===== config.mk =====
export PLATFORM = sky130hd
export DESIGN_NAME = fpga_pcpi_ctrl
export DESIGN_NICKNAME = d
export VERILOG_FILES = /design/src/rtl/fpga_pcpi_ctrl.sv
export SDC_FILE = /design/constraint.sdc
export NUM_CORES = 1
export LEC_CHECK = 0
export ABC_CLOCK_PERIOD_IN_PS = 2100
export CAP_MARGIN = 25
export CORE_MARGIN = 2
export CORE_UTILIZATION = 44
export CTS_CLUSTER_DIAMETER = 200
export DETAILED_ROUTE_END_ITERATION = 10
export PLACE_DENSITY_LB_ADDON = 0.08
export SLEW_MARGIN = 20
export SYNTH_ARGS = -nofsm -noshare
export SYNTH_HDL_FRONTEND = slang
export SYNTH_SLANG_ARGS = --single-unit

===== constraint.sdc =====
create_clock -name clk -period 2.1 [get_ports clk]
set_input_delay 0.42 -clock clk [delete_from_list [all_inputs] [get_ports clk]]
set_output_delay 0.42 -clock clk [all_outputs]
set_load 0.005 [all_outputs]

===== src/rtl/fpga_pcpi_ctrl.sv =====
// fpga_pcpi_ctrl: PCPI front-end for the embedded fabric model.
// Decodes custom-0 instructions into configuration-chain shifts and gated
// fabric execution runs, and returns the fabric result on pcpi_rd.
// Optional feature macro: FPGA_PCPI_STATUS_EN (enables funct7=4 STATUS readback).
module fpga_pcpi_ctrl #(
  parameter int CFG_HEIGHT  = 64,
  parameter int CFG_COLS    = 16,
  parameter int LAT_W       = 4,
  parameter int LAT_DEFAULT = 5
) (
  input  logic                  clk,
  input  logic                  rst,
  input  logic                  pcpi_valid,
  input  logic [31:0]           pcpi_insn,
  input  logic [31:0]           pcpi_rs1,
  input  logic [31:0]           pcpi_rs2,
  output logic                  pcpi_wr,
  output logic                  pcpi_wait,
  output logic                  pcpi_ready,
  output logic [31:0]           pcpi_rd,
  output logic                  fab_shift,
  output logic [CFG_HEIGHT-1:0] fab_cdata,
  output logic                  fab_en,
  output logic [31:0]           fab_in_a,
  output logic [31:0]           fab_in_b,
  input  logic [31:0]           fab_out,
  output logic                  cfg_done,
  output logic                  err
);

  localparam int WORDS  = CFG_HEIGHT / 32;
  localparam int WCNT_W = (WORDS > 1) ? $clog2(WORDS) : 1;
  localparam int CCNT_W = $clog2(CFG_COLS + 1);

  localparam logic [6:0] OPC_CUSTOM0 = 7'b0001011;
  localparam logic [6:0] F_PUSH      = 7'd0;
  localparam logic [6:0] F_CLEAR     = 7'd1;
  localparam logic [6:0] F_EXEC      = 7'd2;
  localparam logic [6:0] F_SETLAT    = 7'd3;
`ifdef FPGA_PCPI_STATUS_EN
  localparam logic [6:0] F_STATUS    = 7'd4;
`endif

  // PUSH is the single-cycle op state shared by CFG_PUSH, CFG_CLEAR and SET_LAT:
  // their register updates all happen at acceptance.
  typedef enum logic [2:0] {
    S_IDLE, S_PUSH, S_EXEC, S_CAPT, S_STAT, S_RESP, S_COOL
  } state_t;

  state_t            state_q, state_d;
  logic [WCNT_W-1:0] wcnt_q;
  logic [CCNT_W-1:0] ccnt_q;
  logic              cfg_done_q;
  logic              err_q;
  logic              shift_q;
  logic              wr_q;
  logic [LAT_W-1:0]  lat_q;
  logic [LAT_W-1:0]  cnt_q;
  logic [31:0]       a_q, b_q, rd_q;

  logic [6:0] funct7;
  logic       match;
  logic       accept;
  logic       push_wr;
  logic       clear_acc;
  logic       last_slot;
  logic       unused_insn;

  assign funct7      = pcpi_insn[31:25];
  assign unused_insn = ^pcpi_insn[24:7];

  // Instruction match: custom-0 opcode with a supported funct7
  always_comb begin
    match = 1'b0;
    if (pcpi_insn[6:0] == OPC_CUSTOM0) begin
      case (funct7)
        F_PUSH, F_CLEAR, F_EXEC, F_SETLAT: match = 1'b1;
`ifdef FPGA_PCPI_STATUS_EN
        F_STATUS:                          match = 1'b1;
`endif
        default:                           match = 1'b0;
      endcase
    end
  end

  assign accept    = (state_q == S_IDLE) && pcpi_valid && match;
  assign push_wr   = accept && (funct7 == F_PUSH) && !cfg_done_q;
  assign clear_acc = accept && (funct7 == F_CLEAR);
  assign last_slot = (wcnt_q == WCNT_W'(WORDS - 1));

  // Column assembly register, one 32-bit word per slot; word 0 is the LSBs
  genvar gi;
  generate
    for (gi = 0; gi < WORDS; gi++) begin : g_word
      logic [31:0] word_q;
      // Load this word when it is the push target; zero it on clear
      always_ff @(posedge clk) begin
        if (rst || clear_acc) begin
          word_q <= '0;
        end else if (push_wr && (wcnt_q == WCNT_W'(gi))) begin
          word_q <= pcpi_rs1;
        end
      end
      assign fab_cdata[gi*32 +: 32] = word_q;
    end
  endgenerate

`ifdef FPGA_PCPI_STATUS_EN
  logic [31:0] status_word;
  assign status_word = {err_q, cfg_done_q, 6'b0, 8'(ccnt_q), 8'(wcnt_q), 8'(lat_q)};
`endif

  // State register
  always_ff @(posedge clk) begin
    if (rst) begin
      state_q <= S_IDLE;
    end else begin
      state_q <= state_d;
    end
  end

  // Next-state logic and PCPI/fabric handshake outputs
  always_comb begin
    state_d    = state_q;
    pcpi_ready = 1'b0;
    pcpi_wait  = 1'b0;
    pcpi_wr    = 1'b0;
    pcpi_rd    = '0;
    fab_en     = 1'b0;
    case (state_q)
      S_IDLE: begin
        if (accept) begin
          case (funct7)
            F_EXEC:   state_d = cfg_done_q ? S_EXEC : S_RESP;
`ifdef FPGA_PCPI_STATUS_EN
            F_STATUS: state_d = S_STAT;
`endif
            default:  state_d = S_PUSH;
          endcase
        end
      end
      S_PUSH: begin
        pcpi_wait = 1'b1;
        state_d   = S_RESP;
      end
      S_EXEC: begin
        pcpi_wait = 1'b1;
        fab_en    = 1'b1;
        if (cnt_q == '0) state_d = S_CAPT;
      end
      S_CAPT: begin
        pcpi_wait = 1'b1;
        state_d   = S_RESP;
      end
      S_STAT: begin
        pcpi_wait = 1'b1;
        state_d   = S_RESP;
      end
      S_RESP: begin
        pcpi_ready = 1'b1;
        pcpi_wr    = wr_q;
        pcpi_rd    = wr_q ? rd_q : 32'h0;
        state_d    = S_COOL;
      end
      S_COOL: begin
        state_d = S_IDLE;
      end
      default: state_d = S_IDLE;
    endcase
  end

  // Config counters, latency, operand/result registers, updated at acceptance
  always_ff @(posedge clk) begin
    if (rst) begin
      wcnt_q     <= '0;
      ccnt_q     <= '0;
      cfg_done_q <= 1'b0;
      err_q      <= 1'b0;
      shift_q    <= 1'b0;
      wr_q       <= 1'b0;
      lat_q      <= LAT_W'(LAT_DEFAULT);
      cnt_q      <= '0;
      a_q        <= '0;
      b_q        <= '0;
      rd_q       <= '0;
    end else begin
      shift_q <= 1'b0;
      if (accept) begin
        wr_q <= 1'b0;
        case (funct7)
          F_PUSH: begin
            if (cfg_done_q) begin
              err_q <= 1'b1;
            end else if (last_slot) begin
              wcnt_q  <= '0;
              ccnt_q  <= ccnt_q + 1'b1;
              shift_q <= 1'b1;
              if (ccnt_q == CCNT_W'(CFG_COLS - 1)) cfg_done_q <= 1'b1;
            end else begin
              wcnt_q <= wcnt_q + 1'b1;
            end
          end
          F_CLEAR: begin
            wcnt_q     <= '0;
            ccnt_q     <= '0;
            cfg_done_q <= 1'b0;
            err_q      <= 1'b0;
          end
          F_EXEC: begin
            if (!cfg_done_q) begin
              err_q <= 1'b1;
            end else begin
              a_q   <= pcpi_rs1;
              b_q   <= pcpi_rs2;
              // Latency 0 runs as 1 cycle
              cnt_q <= (lat_q == '0) ? '0 : lat_q - 1'b1;
            end
          end
          F_SETLAT: begin
            lat_q <= pcpi_rs1[LAT_W-1:0];
          end
          default: ;
        endcase
      end
      if ((state_q == S_EXEC) && (cnt_q != '0)) cnt_q <= cnt_q - 1'b1;
      if (state_q == S_CAPT) begin
        rd_q <= fab_out;
        wr_q <= 1'b1;
      end
`ifdef FPGA_PCPI_STATUS_EN
      if (state_q == S_STAT) begin
        rd_q <= status_word;
        wr_q <= 1'b1;
      end
`endif
    end
  end

  assign fab_shift = shift_q;
  assign fab_in_a  = a_q;
  assign fab_in_b  = b_q;
  assign cfg_done  = cfg_done_q;
  assign err       = err_q;

endmodule


# Word-level counts from Yosys, hierarchy flattened
# Index checks and enable logic that the tools add are counted.
[word_totals] inputBits=131 elab_cells=104 out_inout_bits=167 register_bits=181
[op_classes] eq_ne=16 mux=34 bitwise_logic=3 n_addsub=4 reduce_logical=33
[ops] operator="$mux W32" count=2
[ops] operator="$mux W4" count=5
[ops] operator="$mux W1" count=16
[ops] operator="$eq A7 B2 Y1 const B" count=2
[ops] operator="$mux W3" count=4
[ops] operator="$ne A2 B2 Y1 const B" count=6
[ops] operator="$pmux W3 S4" count=1
[ops] operator="$reduce_or A4 Y1" count=3
[ops] operator="$mux W5" count=2
[ops] operator="$pmux W5 S2" count=1
[ops] operator="$reduce_bool A2 Y1" count=5
[ops] operator="$reduce_and A3 Y1" count=3
[ops] operator="$logic_and A1 B1 Y1" count=8
[ops] operator="$logic_not A4 Y1" count=2
[ops] operator="$reduce_and A4 Y1" count=2
[ops] operator="$sub A4 B1 Y4 const B" count=2
[ops] operator="$eq A7 B1 Y1 const B" count=1
[ops] operator="$eq A7 B4 Y1 const B" count=1
[ops] operator="$logic_not A7 Y1" count=1
[ops] operator="$eq A3 B2 Y1 const B" count=2
[ops] operator="$eq A3 B3 Y1 const B" count=2
[ops] operator="$reduce_and A2 Y1" count=3
[ops] operator="$add A5 B1 Y5 const B" count=1
[ops] operator="$eq A5 B4 Y1 const B" count=1
[ops] operator="other kinds (11)" count=14

# Logic depth before layout (Yosys ltp)
[depth] word_depth=8 ltp_mapped=8 mapped_depth_nobuf=6

# Worst setup path after synthesis
# Ideal clock, no wire load.
[synth_path] path_kind="in2reg" from="input pcpi_insn[27]" to="register g_word[1].word_q[12]" n_path_buf=2 slack_ns=0.321 required_ns=2.030 stages=6 t_arrival_ns=1.708 setup_ns=0.070 path_cell_list="or4_1 nor4_4 buf_6 buf_6 nand4_1 a21oi_1"
[synth_via] elab_chain_len=8 elab_cells_between_ends=13 cone_classes="eq/ne: 3; mux: 2; reduce/logical: 8"
[synth_lines] element="from (decl)" line_no="14" rtl="input logic [31:0] pcpi_insn,"
[synth_lines] element="$eq A7 B1 Y1, or another cell as far along" line_no="76, 88"
[synth_lines] element="$reduce_or A4 Y1" line_no="76" rtl="case (funct7)"
[synth_lines] element="$mux W1" line_no="76"
[synth_lines] element="$mux W1" line_no="75" rtl="if (pcpi_insn[6:0] == OPC_CUSTOM0) begin"
[synth_lines] element="$logic_and A1 B1 Y1" line_no="86" rtl="assign accept = (state_q == S_IDLE) && pcpi_valid && match;"
[synth_lines] element="$logic_and A1 B1 Y1 (2 in series)" line_no="87" rtl="assign push_wr = accept && (funct7 == F_PUSH) && !cfg_done_q;"
[synth_lines] element="$logic_and A1 B1 Y1" line_no="100" rtl="end else if (push_wr && (wcnt_q == WCNT_W'(gi))) begin"
[synth_lines] element="to (signal assigned)" line_no="101" rtl="word_q <= pcpi_rs1;"
[synth_lines] element="to (decl)" line_no="95" rtl="logic [31:0] word_q;"
# Parallel ways exist; a longest one is shown, timed or not.
# A chain may end at the register's enable or synchronous reset.

# Worst setup path in the final report
[layout_path] from="register state_q[0]" to="output pcpi_rd[4]"
[layout_via] elab_chain_len=2
[layout_lines] element="from (decl)" line_no="50" rtl="state_t state_q, state_d;"
[layout_lines] element="from (signal assigned)" line_no="118" rtl="state_q <= state_d;"
[layout_lines] element="$eq A3 B3 Y1" line_no="130" rtl="case (state_q)"
[layout_lines] element="$mux W32" line_no="130"
[layout_lines] element="to (decl)" line_no="20" rtl="output logic [31:0] pcpi_rd,"
# No other way between the ends.

==> run summary <==
The flow ran to the end, but the final reports show violations. The final reports fail on negative setup slack. The average vias per placed instance was 5.664; the detailed placement HPWL was 16410 um.

The floorplan step defined a core boundary enclosing 17120 sq um. The number of antenna diodes in the final layout is 0. Portion of synthesized cell area occupied by the leading cell type: 47.52%.

For this design, the slowest cell found on the critical path is sky130_fd_sc_hd__dfxtp_4. The logs give 0 for the number of antenna violations at the first check in global routing and 181 for the count of clock tree sinks. The critical path goes through and3b_2, buf_6, buf_16, buf_8, and3_4, buf_6. Counting flops with an async set or reset pin after synthesis yields a share of 0%.

The floorplan has 48 rows. For this run, design rule violations remaining after detail routing come to 0. In this design, the largest share of critical-path delay is due to buffers and inverters.

Buffers placed on the I/O ports in this run total 279. The tools report the number of distinct standard cells referenced by the synthesized netlist as 54. In the final routed layout, each cell accounts on average for 18.04 um.

OpenSTA, run right after detailed placement, puts the worst setup slack at -0.3064 ns. The multi-input combinational cells in the finished layout cover a total of 3637 sq um. The logs give 0 for the number of violations of the max-capacitance limit and 39480 um for the first-pass GRT wire length.

Setup repair after global routing could not meet its margin everywhere. The logs give 0 for the max-slew violation total from the final report and 0 for the post-cts hold buffer count. The sequential share of the synthesized area is 47.52%. For the worst-case setup margin in the final layout, the log shows -0.03279 ns. The number of nets handed over by synthesis was 1059. For the number of violations reported at the end of detailed-routing iteration 0, the log shows 524. The count of H-tree levels built during CTS was 4. The total die area was 18400 sq um. 298 I/O pins were placed. The final clock period utilization by the worst path is 101.6%, and the final clock skew is 0.007676 ns. TritonCTS built the clock tree. In this run the cell area of the synthesized design comes to 7625 sq um. The number of buffers on the longest clock path is 2, and the total grt overflow is 0. The initial utilization of the core area, before any placement, comes to 44.55%. The vertical die dimension is 135.6 um, and the peak supply drop is 0.0006463 V.

In this run, synthesis inferred 0 flip-flops with an integrated enable. Before antenna repair, the detailed router went through 5 iterations. At the worst endpoint, the arrival time is 1.71 ns.

Final weighted congestion of routability-driven global placement: 0.8048. The run gives 7377 as the via count of the first global-routing pass. The run gives 925 as the gate count after technology mapping.

The completed layout was analyzed and its total power is 7.326 mW. The worst setup path is captured at an output pin. The post-detailed-route count of antenna-violating nets is 0. The CTS buffer count was 17. For the worst-skew pair, the clock arrives at the later sink with an insertion delay of 0.43 ns.

In this run, synthesis produced a sequential element count of 181. Leaving out fill and tap cells, the most frequent cell in the layout is sky130_fd_sc_hd__clkdlybuf4s50_1. The startpoint kind of the worst setup timing path is a flop. For the net count reported at finish, the log shows 1337. In this run the clock root is driven by a sky130_fd_sc_hd__clkbuf_16. Highest fanout seen on the critical path: 7. Setup violations remaining at the end of the flow were counted as 18. The detailed-route via count is 8162, and the aggregate global-route resource usage is 26.57%.

The most used flip-flop cell after synthesis is sky130_fd_sc_hd__dfxtp_1. The library cell with the largest summed area after synthesis is sky130_fd_sc_hd__dfxtp_1. Wires add up to 26000 um.

The die is 135.6 um wide. The slew at the pin closest to its max-slew limit came out at 0.4464 ns. Summing all flip-flop and latch instances after layout gives 3632 sq um.

Averaged over all synthesized cells, the footprint is 8.243 sq um. Entering global routing, the biggest net connects 53 pins. Leaving out fill and tap cells, the most frequent cells in the layout are sky130_fd_sc_hd__clkdlybuf4s50_1 (241), sky130_fd_sc_hd__dfxtp_1 (178), sky130_fd_sc_hd__a21oi_1 (167). Relative to the synthesized area, the layout overhead comes to 58.48%. Clock-pin slew was measured on the worst setup and hold paths at 0.07 ns.

Ranked by total cell area, the synthesized netlist is headed by sky130_fd_sc_hd__dfxtp_1 (48%), sky130_fd_sc_hd__a21oi_1 (11%), sky130_fd_sc_hd__o21ai_0 (5.4%). The final-report hold violation count came out at 0. The layout cell share with drive strength beyond 1 is 16.04%. The dominant cell type by count on the critical path was sky130_fd_sc_hd__buf_6. The smallest clock period supported by the final layout is computed as 2.133 ns. The filler cell count was 1431; the required time of the worst setup path was 1.68 ns. Derived from the worst setup path, the maximum achievable clock frequency is 468.9 MHz. The path type of the worst setup path is flop to output pin. For this design the static power due to leakage is 4.216 nW. On the worst path, the slowest cell contributes a delay of 0.35 ns. The worst hold path belongs to the class input pin to flop. The power per cell area came out at 606.2 nW/um^2. The worst pin sits at a relative slew slack of 70.24%. Count of buffering cells on the critical path with inverters included: 4. For this run, the number of Yosys warnings is 0.
## per-stage QoR
step                util (%)  instances  setup TNS, ns  hold WS [ns]  area (sq um)
CTS                    68.77       1432         -1.661        0.3922         11770
global placement       63.87       1382         -22.70        0.4372         10930
finish                 70.60       1441        -0.3705        0.4042         12080
global route           70.60       1441         -3.047        0.4320         12080
floorplan                  -        925              0        0.4319          7625
detailed placement     63.87       1382         -26.30        0.4435         10930
## logic make-up (layout without fill, tap and decap cells)
group | Yosys count | count (layout) | share of synthesized area, %
compound gates | 338 | 338 | 24.22
xor+xnor | 1 | 1 | 0.1149
fa+ha+maj | 3 | 3 | 0.4923
buf+inv | 117 | 407 | 7.023
flops | 181 | 181 | 47.52
mux | 2 | 2 | 0.2626
simple gates | 283 | 284 | 20.36
## area by class of cell
| cell class | instances | area share (%) |
|---|---|---|
| clock inverters | 13 | 1.615 |
| multi-input cells | 628 | 30.10 |
| well taps | 225 | 2.330 |
| repair buffers | 369 | 32.05 |
| inverters | 6 | 0.1864 |
| clock buffers | 19 | 3.665 |
| flip-flops and latches | 181 | 30.06 |
## cells in the mapped netlist, types with 7 or more instances
cell / number
sky130_fd_sc_hd__a21oi_1: 175
sky130_fd_sc_hd__and3_1: 34
sky130_fd_sc_hd__buf_2: 26
sky130_fd_sc_hd__buf_6: 7
sky130_fd_sc_hd__clkbuf_1: 74
sky130_fd_sc_hd__dfxtp_1: 181
sky130_fd_sc_hd__nand2_1: 68
sky130_fd_sc_hd__nand3_1: 67
sky130_fd_sc_hd__nand4_1: 66
sky130_fd_sc_hd__nor2_1: 12
sky130_fd_sc_hd__o21ai_0: 83
sky130_fd_sc_hd__o21ai_1: 22
sky130_fd_sc_hd__o31ai_1: 37
## metal layers
layer	track usage (%)	vias to the layer above	routed length (um)
li1	-	3949	-
met1	35.15	3895	11340
met2	43.21	295	12250
met3	7.445	23	2044
met4	6.019	0	366
met5	0	-	0
## registers in the layout, indices dropped and copies added (netlist names)
signal / count
state_q: 3
fab_shift: 1
lat_q: 4
fab_in_a: 32
fab_in_b: 32
ccnt_q: 5
cnt_q: 4
rd_q: 32
cfg_done: 1
last_slot: 1
g_word.word_q: 64
wr_q: 1
err: 1
## where the power goes
| part | switching, mW | internal [mW] |
|---|---|---|
| clock network | 1.42 | 2.05 |
| registers | 0.000357 | 3.43 |
| logic | 0.191 | 0.236 |
## repair_timing
action                                  in CTS  in global routing
gates cloned                                 3                  8
endpoints found under the setup margin      36                129
pin swaps                                    5                 49
gates resized for setup                    124                 54
setup buffers                               16                  5
## path summary, 6_finish.rpt
check,start,endpoint,slack (ns),cells after the start
hold / removal,pcpi_insn[26],fab_shift,0.40,2
hold reg to reg,rd_q[29],rd_q[29],0.45,2
setup / recovery,state_q[0],pcpi_rd[4],-0.03,6
setup reg to reg,state_q[0],g_word[0].word_q[27],0.01,9
Note: power is estimated with default switching activity, not from simulation.
